===== src/rtl/load_store_unit.sv =====
// Load/store unit: turns one RV32I load or store request into a single
// word-aligned memory handshake, with lane steering, sign/zero extension,
// alignment/legality checks and a bounded wait for the memory.
module load_store_unit #(
    parameter int TIMEOUT = 16
) (
    input  logic        clk,
    input  logic        rst,
    input  logic        start,
    input  logic        is_store,
    input  logic [2:0]  funct3,
    input  logic [31:0] addr,
    input  logic [31:0] store_data,
    output logic        busy,
    output logic        done,
    output logic [31:0] load_data,
    output logic        fault,
    output logic        mem_req,
    output logic        mem_we,
    output logic [31:0] mem_addr,
    output logic [31:0] mem_wdata,
    output logic [3:0]  mem_wstrb,
    input  logic [31:0] mem_rdata,
    input  logic        mem_ready
);

    typedef enum logic [1:0] {IDLE, ACCESS, DONE} state_t;

    // Wait-counter value on the last ACCESS cycle allowed before timing out
    localparam logic [7:0] LP_LAST = 8'(TIMEOUT - 1);

    state_t      r_state;
    state_t      w_next;
    logic        r_is_store;
    logic [2:0]  r_funct3;
    logic [31:0] r_addr;
    logic [31:0] r_wdata;
    logic [3:0]  r_wstrb;
    logic [31:0] r_load_data;
    logic        r_fault;
    logic [7:0]  r_cnt;
    logic        w_bad;
    logic        w_timeout;

    function automatic logic f_legal(input logic st, input logic [2:0] f3);
        case (f3)
            3'b000, 3'b001, 3'b010: return 1'b1;
            3'b100, 3'b101:         return !st;
            default:                return 1'b0;
        endcase
    endfunction

    function automatic logic f_misaligned(input logic [2:0] f3, input logic [1:0] a);
        case (f3[1:0])
            2'b01:   return a[0];
            2'b10:   return a != 2'b00;
            default: return 1'b0;
        endcase
    endfunction

    function automatic logic [3:0] f_wstrb(input logic [2:0] f3, input logic [1:0] a);
        case (f3[1:0])
            2'b00:   return 4'b0001 << a;
            2'b01:   return 4'b0011 << a;
            default: return 4'b1111;
        endcase
    endfunction

    function automatic logic [31:0] f_wdata(input logic [2:0] f3, input logic [31:0] d);
        case (f3[1:0])
            2'b00:   return {4{d[7:0]}};
            2'b01:   return {2{d[15:0]}};
            default: return d;
        endcase
    endfunction

    // Pick the addressed lane out of the aligned word and extend it to 32 bits
    function automatic logic [31:0] f_load_ext(input logic [2:0] f3, input logic [1:0] a,
                                               input logic [31:0] rd);
        logic signed [7:0]  sb;
        logic signed [15:0] sh;
        sb = rd[{a, 3'b000} +: 8];
        sh = a[1] ? rd[31:16] : rd[15:0];
        case (f3)
            3'b000:  return {{24{sb[7]}}, sb};
            3'b001:  return {{16{sh[15]}}, sh};
            3'b100:  return {24'h0, sb};
            3'b101:  return {16'h0, sh};
            default: return rd;
        endcase
    endfunction

    // Request screening happens on the live inputs so a bad request skips ACCESS
    assign w_bad     = !f_legal(is_store, funct3) || f_misaligned(funct3, addr[1:0]);
    assign w_timeout = (r_cnt == LP_LAST);

    assign load_data = r_load_data;
    assign fault     = r_fault;
    assign mem_addr  = {r_addr[31:2], 2'b00};
    assign mem_wdata = r_wdata;
    assign mem_wstrb = r_wstrb;

    // State register
    always_ff @(posedge clk) begin
        if (rst) r_state <= IDLE;
        else     r_state <= w_next;
    end

    // Next-state and handshake outputs
    always_comb begin
        w_next  = r_state;
        busy    = 1'b0;
        done    = 1'b0;
        mem_req = 1'b0;
        mem_we  = 1'b0;
        case (r_state)
            IDLE: begin
                if (start) w_next = w_bad ? DONE : ACCESS;
            end
            ACCESS: begin
                busy    = 1'b1;
                mem_req = 1'b1;
                mem_we  = r_is_store;
                if (mem_ready || w_timeout) w_next = DONE;
            end
            DONE: begin
                busy   = 1'b1;
                done   = 1'b1;
                w_next = IDLE;
            end
            default: w_next = IDLE;
        endcase
    end

    // Request latch, wait counter and result capture
    always_ff @(posedge clk) begin
        if (rst) begin
            r_is_store  <= 1'b0;
            r_funct3    <= 3'b000;
            r_addr      <= 32'h0;
            r_wdata     <= 32'h0;
            r_wstrb     <= 4'b0000;
            r_load_data <= 32'h0;
            r_fault     <= 1'b0;
            r_cnt       <= 8'h0;
        end else begin
            case (r_state)
                IDLE: begin
                    if (start) begin
                        r_is_store <= is_store;
                        r_funct3   <= funct3;
                        r_addr     <= addr;
                        r_cnt      <= 8'h0;
                        r_wdata    <= is_store ? f_wdata(funct3, store_data) : 32'h0;
                        r_wstrb    <= (is_store && !w_bad) ? f_wstrb(funct3, addr[1:0]) : 4'b0000;
                        if (w_bad) begin
                            r_fault     <= 1'b1;
                            r_load_data <= 32'h0;
                        end
                    end
                end
                ACCESS: begin
                    if (mem_ready) begin
                        r_fault     <= 1'b0;
                        r_load_data <= r_is_store ? 32'h0
                                                  : f_load_ext(r_funct3, r_addr[1:0], mem_rdata);
                    end else begin
                        r_cnt <= r_cnt + 8'h1;
                        if (w_timeout) begin
                            r_fault     <= 1'b1;
                            r_load_data <= 32'h0;
                        end
                    end
                end
                default: ;
            endcase
        end
    end

endmodule


===== config.mk =====
export PLATFORM = sky130hd
export DESIGN_NAME = load_store_unit
export DESIGN_NICKNAME = d
export VERILOG_FILES = /design/src/rtl/load_store_unit.sv
export SDC_FILE = /design/constraint.sdc
export NUM_CORES = 1
export LEC_CHECK = 0
export BUFFER_PORTS_ARGS = -buffer_cell sky130_fd_sc_hd__buf_2
export CAP_MARGIN = 20
export CORE_MARGIN = 5
export CORE_UTILIZATION = 50
export DETAILED_ROUTE_END_ITERATION = 7
export PLACE_DENSITY = 0.88
export SLEW_MARGIN = 5
export SYNTH_ARGS = -nofsm -noshare
export SYNTH_HDL_FRONTEND = slang
export SYNTH_SLANG_ARGS = --single-unit

===== constraint.sdc =====
create_clock -name clk -period 4.8 [get_ports clk]
set_input_delay 0.96 -clock clk [delete_from_list [all_inputs] [get_ports clk]]
set_output_delay 0.96 -clock clk [all_outputs]
set_load 0.01 [all_outputs]

==> results.md <==
- The startpoint identified for the worst register-to-register timing path is r_state[1]$_SDFFE_PP0P_.
- The starting density of the core is 0.508.
- The max-cap check violation count is 0.
- With fillers left out, the area of the finished cells amounts to just under 7000 um^2.
- The data arrival at the endpoint of the critical path is 3600 ps.
- By count the netlist is led by 132 x nand2_1, 115 x dfxtp_1, 66 x nor2_1.
- The total die area is 13200 um^2.
- During I/O placement, the number of pins put on the boundary was between 200 and 250.
- The kind of path behind the tightest hold check is reg2reg.
- The stage delay of the slowest cell on the critical path is ~900 ps.
- The number of failing hold endpoints at the final stage is 0.
- The power per unit of standard cell area is 392 nW/um^2.
- The first TritonRoute pass finished after 5 iterations.
- The filler cell count is 917.
- Clock-pin slew was measured on the worst setup and hold paths at about 60 ps.
- Once routing completed, OpenROAD measured the worst setup slack at 1590 ps.
- The clock network latency to the later pin of the worst-skew pair is 500 ps.
- The number of buffer and inverter instances along the worst setup path is 3.
- The total power is around 2.7 mW.
- The critical path class is in2reg.
- The residual DRC count is 0.
- The horizontal die dimension is between 100 and 150 um.
- The leading cell type by number of instances after synthesis is nand2_1.
- Counting flops with a built-in enable in the synthesized netlist gives 0.
- The initial antenna violation count is 0.
- The portion of synthesized cell area occupied by the leading cell type is 0.418.
- The clock skew is between 10 and 15 ps.
- In the final routed layout, each cell accounts on average for approximately 16 um.
- TritonCTS created 17 clock buffers.
- The worst hold path begins at mem_wdata[4]$_SDFFE_PP0P_.
- Summing every instance area after synthesis gives around 5500 um^2.
- dfxtp_1 takes more of the synthesized area than any other cell.
- Entering global routing, the biggest net connects between 50 and 60 pins.
- The minimum clock period is 3210 ps.
- Global routing finished with a remaining overflow of 0.
- In this run, distinct cell masters in the synthesized netlist total 48.
- Headroom to the max-slew limit came out at 0.290.
- Setup repair after global routing left no endpoint under its margin.
- The post-route fraction of the period consumed by the critical path is 0.669.
- After the last flow step, the layout net total stands at 939.
- The total wire length after detailed routing is approximately 16 mm.
- The cts-stage hold buffer count is 0.
- The flow ran to the end, and the final reports show no timing, DRC or antenna violations.
- The placed instance area is around 6300 um^2.
- The worst-case register-to-register setup slack is approximately 2200 ps.
- The core region is 10800 um^2.
- The number of antenna-violating nets in the routed design is 0.
- The number of instances in the synthesized netlist is about 700.
- For the final routed database, the setup TNS stands at 0 ps.
- Yosys printed 0 warnings.
- The end point of the most critical hold path is mem_wdata[4]$_SDFFE_PP0P_.
- Counting flops with an async set or reset pin after synthesis yields a share of 0.
- The cell depth of the worst hold path is 2.
- After legalization and detailed placement, the total HPWL measured about 11 mm.
- The global routing usage summed across all routing layers is 0.228.
- On the final layout, the worst hold slack is between 400 and 500 ps.
- For the pin with the worst max-slew slack, the measured transition is 1060 ps.
- From bottom edge to top edge, the die measures 115 um.
- The number of antenna diodes in the final layout is 0.
- The total via count after detailed routing is approximately 5400.
- The endpoint class of the critical path is a flop.
- The critical path starts at funct3[0].
- The worst setup path is launched from an input port.
- In this run the static leakage power is 3.21 nW.
- The cell family with the largest share of critical-path delay is compound AO/OA/AOI/OAI gates.
- TritonCTS built the clock tree.
- No sink is reached through more buffers than the 2 on the longest clock path.
- After synthesis, the cell types taking the most area are dfxtp_1 42%, nand2_1 9.0%, a21oi_1 5.2%.
- The leading register cell type out of synthesis is dfxtp_1.
- The signal on the critical path passes through buf_2 > inv_1 > ha_1 > o21ba_1 > o211a_1 > a311o_2 > buf_4 > a211o_1 > nand2_1.
- For the worst setup path, the data required time is around 5200 ps.
- The path depth of the worst reg2reg path is 7.
- The first routing iteration left about 490 violations.
- In this run, post-CTS repair resized a total of 0 instances.
- Of all nets on the critical path, the largest fanout is 54.
- The cell with the biggest individual delay on the critical path is a311o_2.
- Row generation in the floorplan step produced 38 rows.
- The global-route wire length before repair is 24.4 mm.
- From synthesis to final layout, the design area changed by 24.6%.
- Dividing the detail-routed via count by the number of cells gives 5.50.
- Setup violations remaining at the end of the flow were counted as 0.
- The synthesis-stage register bit count is 115.
- Based on the critical path, the design can be clocked at up to just over 300 MHz.
- Of the cells placed in the final design, the portion with a size suffix greater than 1 is 0.322.
- The mean instance size in the synthesized netlist is approximately 8 um^2.
- Before CTS, the worst setup slack after placement is about 1100 ps.
- The tree is rooted in a clkbuf_8.
- In this run the tool buffered the top-level ports with slightly above 200 buffer cells.
- The worst IR drop on VDD is between 0.0002 and 0.00025 V.
- The worst register-to-register path ends at load_data[14]$_SDFFE_PP0P_.
- The number of H-tree levels is 4.
- The sequential cell area fraction in the yosys report is 0.418.
- The max-slew violation count is 0.
- For this design, the sink count on the clock tree is between 100 and 150.
- Buffers added to address setup during post-CTS repair amount to 0.
- Routability-driven placement finished with a final weighted congestion of 0.890.
- The number of global-route vias before repair is about 5000.
==> flip-flops by register name, summed over array words and instances, names as in the netlist <==
register	flops
r_is_store	1
fault	1
mem_wstrb	4
load_data	32
r_funct3	3
r_cnt	8
r_addr	32
r_state	2
mem_wdata	32
==> final cells by class <==
| cell class | instances | area [um^2] | area share |
|---|---|---|---|
| Inverter | 16 | 60.1 | 0.00875 |
| Tap cell | 140 | 175 | 0.0255 |
| Clock inverter | 15 | 148 | 0.0215 |
| Sequential cell | 115 | 2300 | 0.335 |
| Clock buffer | 17 | 414 | 0.0603 |
| Multi-Input combinational cell | 466 | 2690 | 0.391 |
| Timing Repair Buffer | 212 | 1080 | 0.157 |
==> cells in the final DEF (no fill, tap or decap), types with 9 or more instances in the layout <==
master     netlist  final
dfxtp_1        115    115
mux2_2          10     10
nand3b_1        32     32
inv_1           16     16
o21ai_0         20     20
nand2_1        132    131
a21oi_1         57     57
a22o_1          12     12
clkbuf_16        0     16
o31ai_2         10     10
a22oi_1         32     32
nor2_1          66     66
a211o_1          9      9
nand3_1         14     14
buf_2            8    205
==> worst register-to-register path: cells and delay by family (launching register included) <==
family | cells | cell delay [ps]
AOI/OAI and AO/OA | 2 | 1020
buffers and inverters | 2 | 430
muxes | 1 | 370
DFF | 1 | 330
adders and majority gates | 1 | 300
and+or+nand+nor | 1 | 50
==> per-layer routing <==
| metal | track usage | wire [um] | share of wire | up-vias |
|---|---|---|---|---|
| met3 | 0.0584 | 1360 | 0.086 | 40 |
| met1 | 0.284 | 6380 | 0.41 | 2478 |
| met4 | 0.104 | 437 | 0.028 | 0 |
| li1 | - | - | - | 2618 |
| met2 | 0.371 | 7530 | 0.48 | 261 |
| met5 | 0 | 0 | 0 | - |
==> how the worst max path moves through the flow <==
stage,end,cells after the start
after floorplan,load_data[5]$_SDFFE_PP0P_,9
after global placement,load_data[9]$_SDFFE_PP0P_,9
after detailed placement,load_data[14]$_SDFFE_PP0P_,9
after CTS,load_data[14]$_SDFFE_PP0P_,9
after global routing,load_data[8]$_SDFFE_PP0P_,9
final,load_data[14]$_SDFFE_PP0P_,9
==> logic make-up after synthesis <==
family / count (synthesis) / share of synthesized area
AO/OA/AOI/OAI: 170 / 0.214
flip-flops: 115 / 0.418
AND/OR/NAND/NOR: 268 / 0.220
other: 1 / 0.000681
adder cells (fa/ha/maj): 7 / 0.0159
multiplexers: 13 / 0.0259
buffers and inverters: 102 / 0.0959
XOR/XNOR: 6 / 0.00954
==> where the power goes <==
part	total, mW	leakage, nW	switching (mW)	internal [mW]
sequential	1.05	0.935	0.0386	1.01
combinational	0.451	2.00	0.287	0.163
clock	1.19	0.268	0.492	0.699
total	2.69	3.21	0.818	1.87
==> stage by stage <==
| stage | cells | utilization |
|---|---|---|
| finish | 981 | 0.633 |
| global route | 981 | 0.633 |
| CTS | 981 | 0.633 |
| detailed placement | 949 | 0.581 |
| global placement | 949 | 0.581 |
| floorplan | 683 | - |
(Power assumes the default switching activity.)
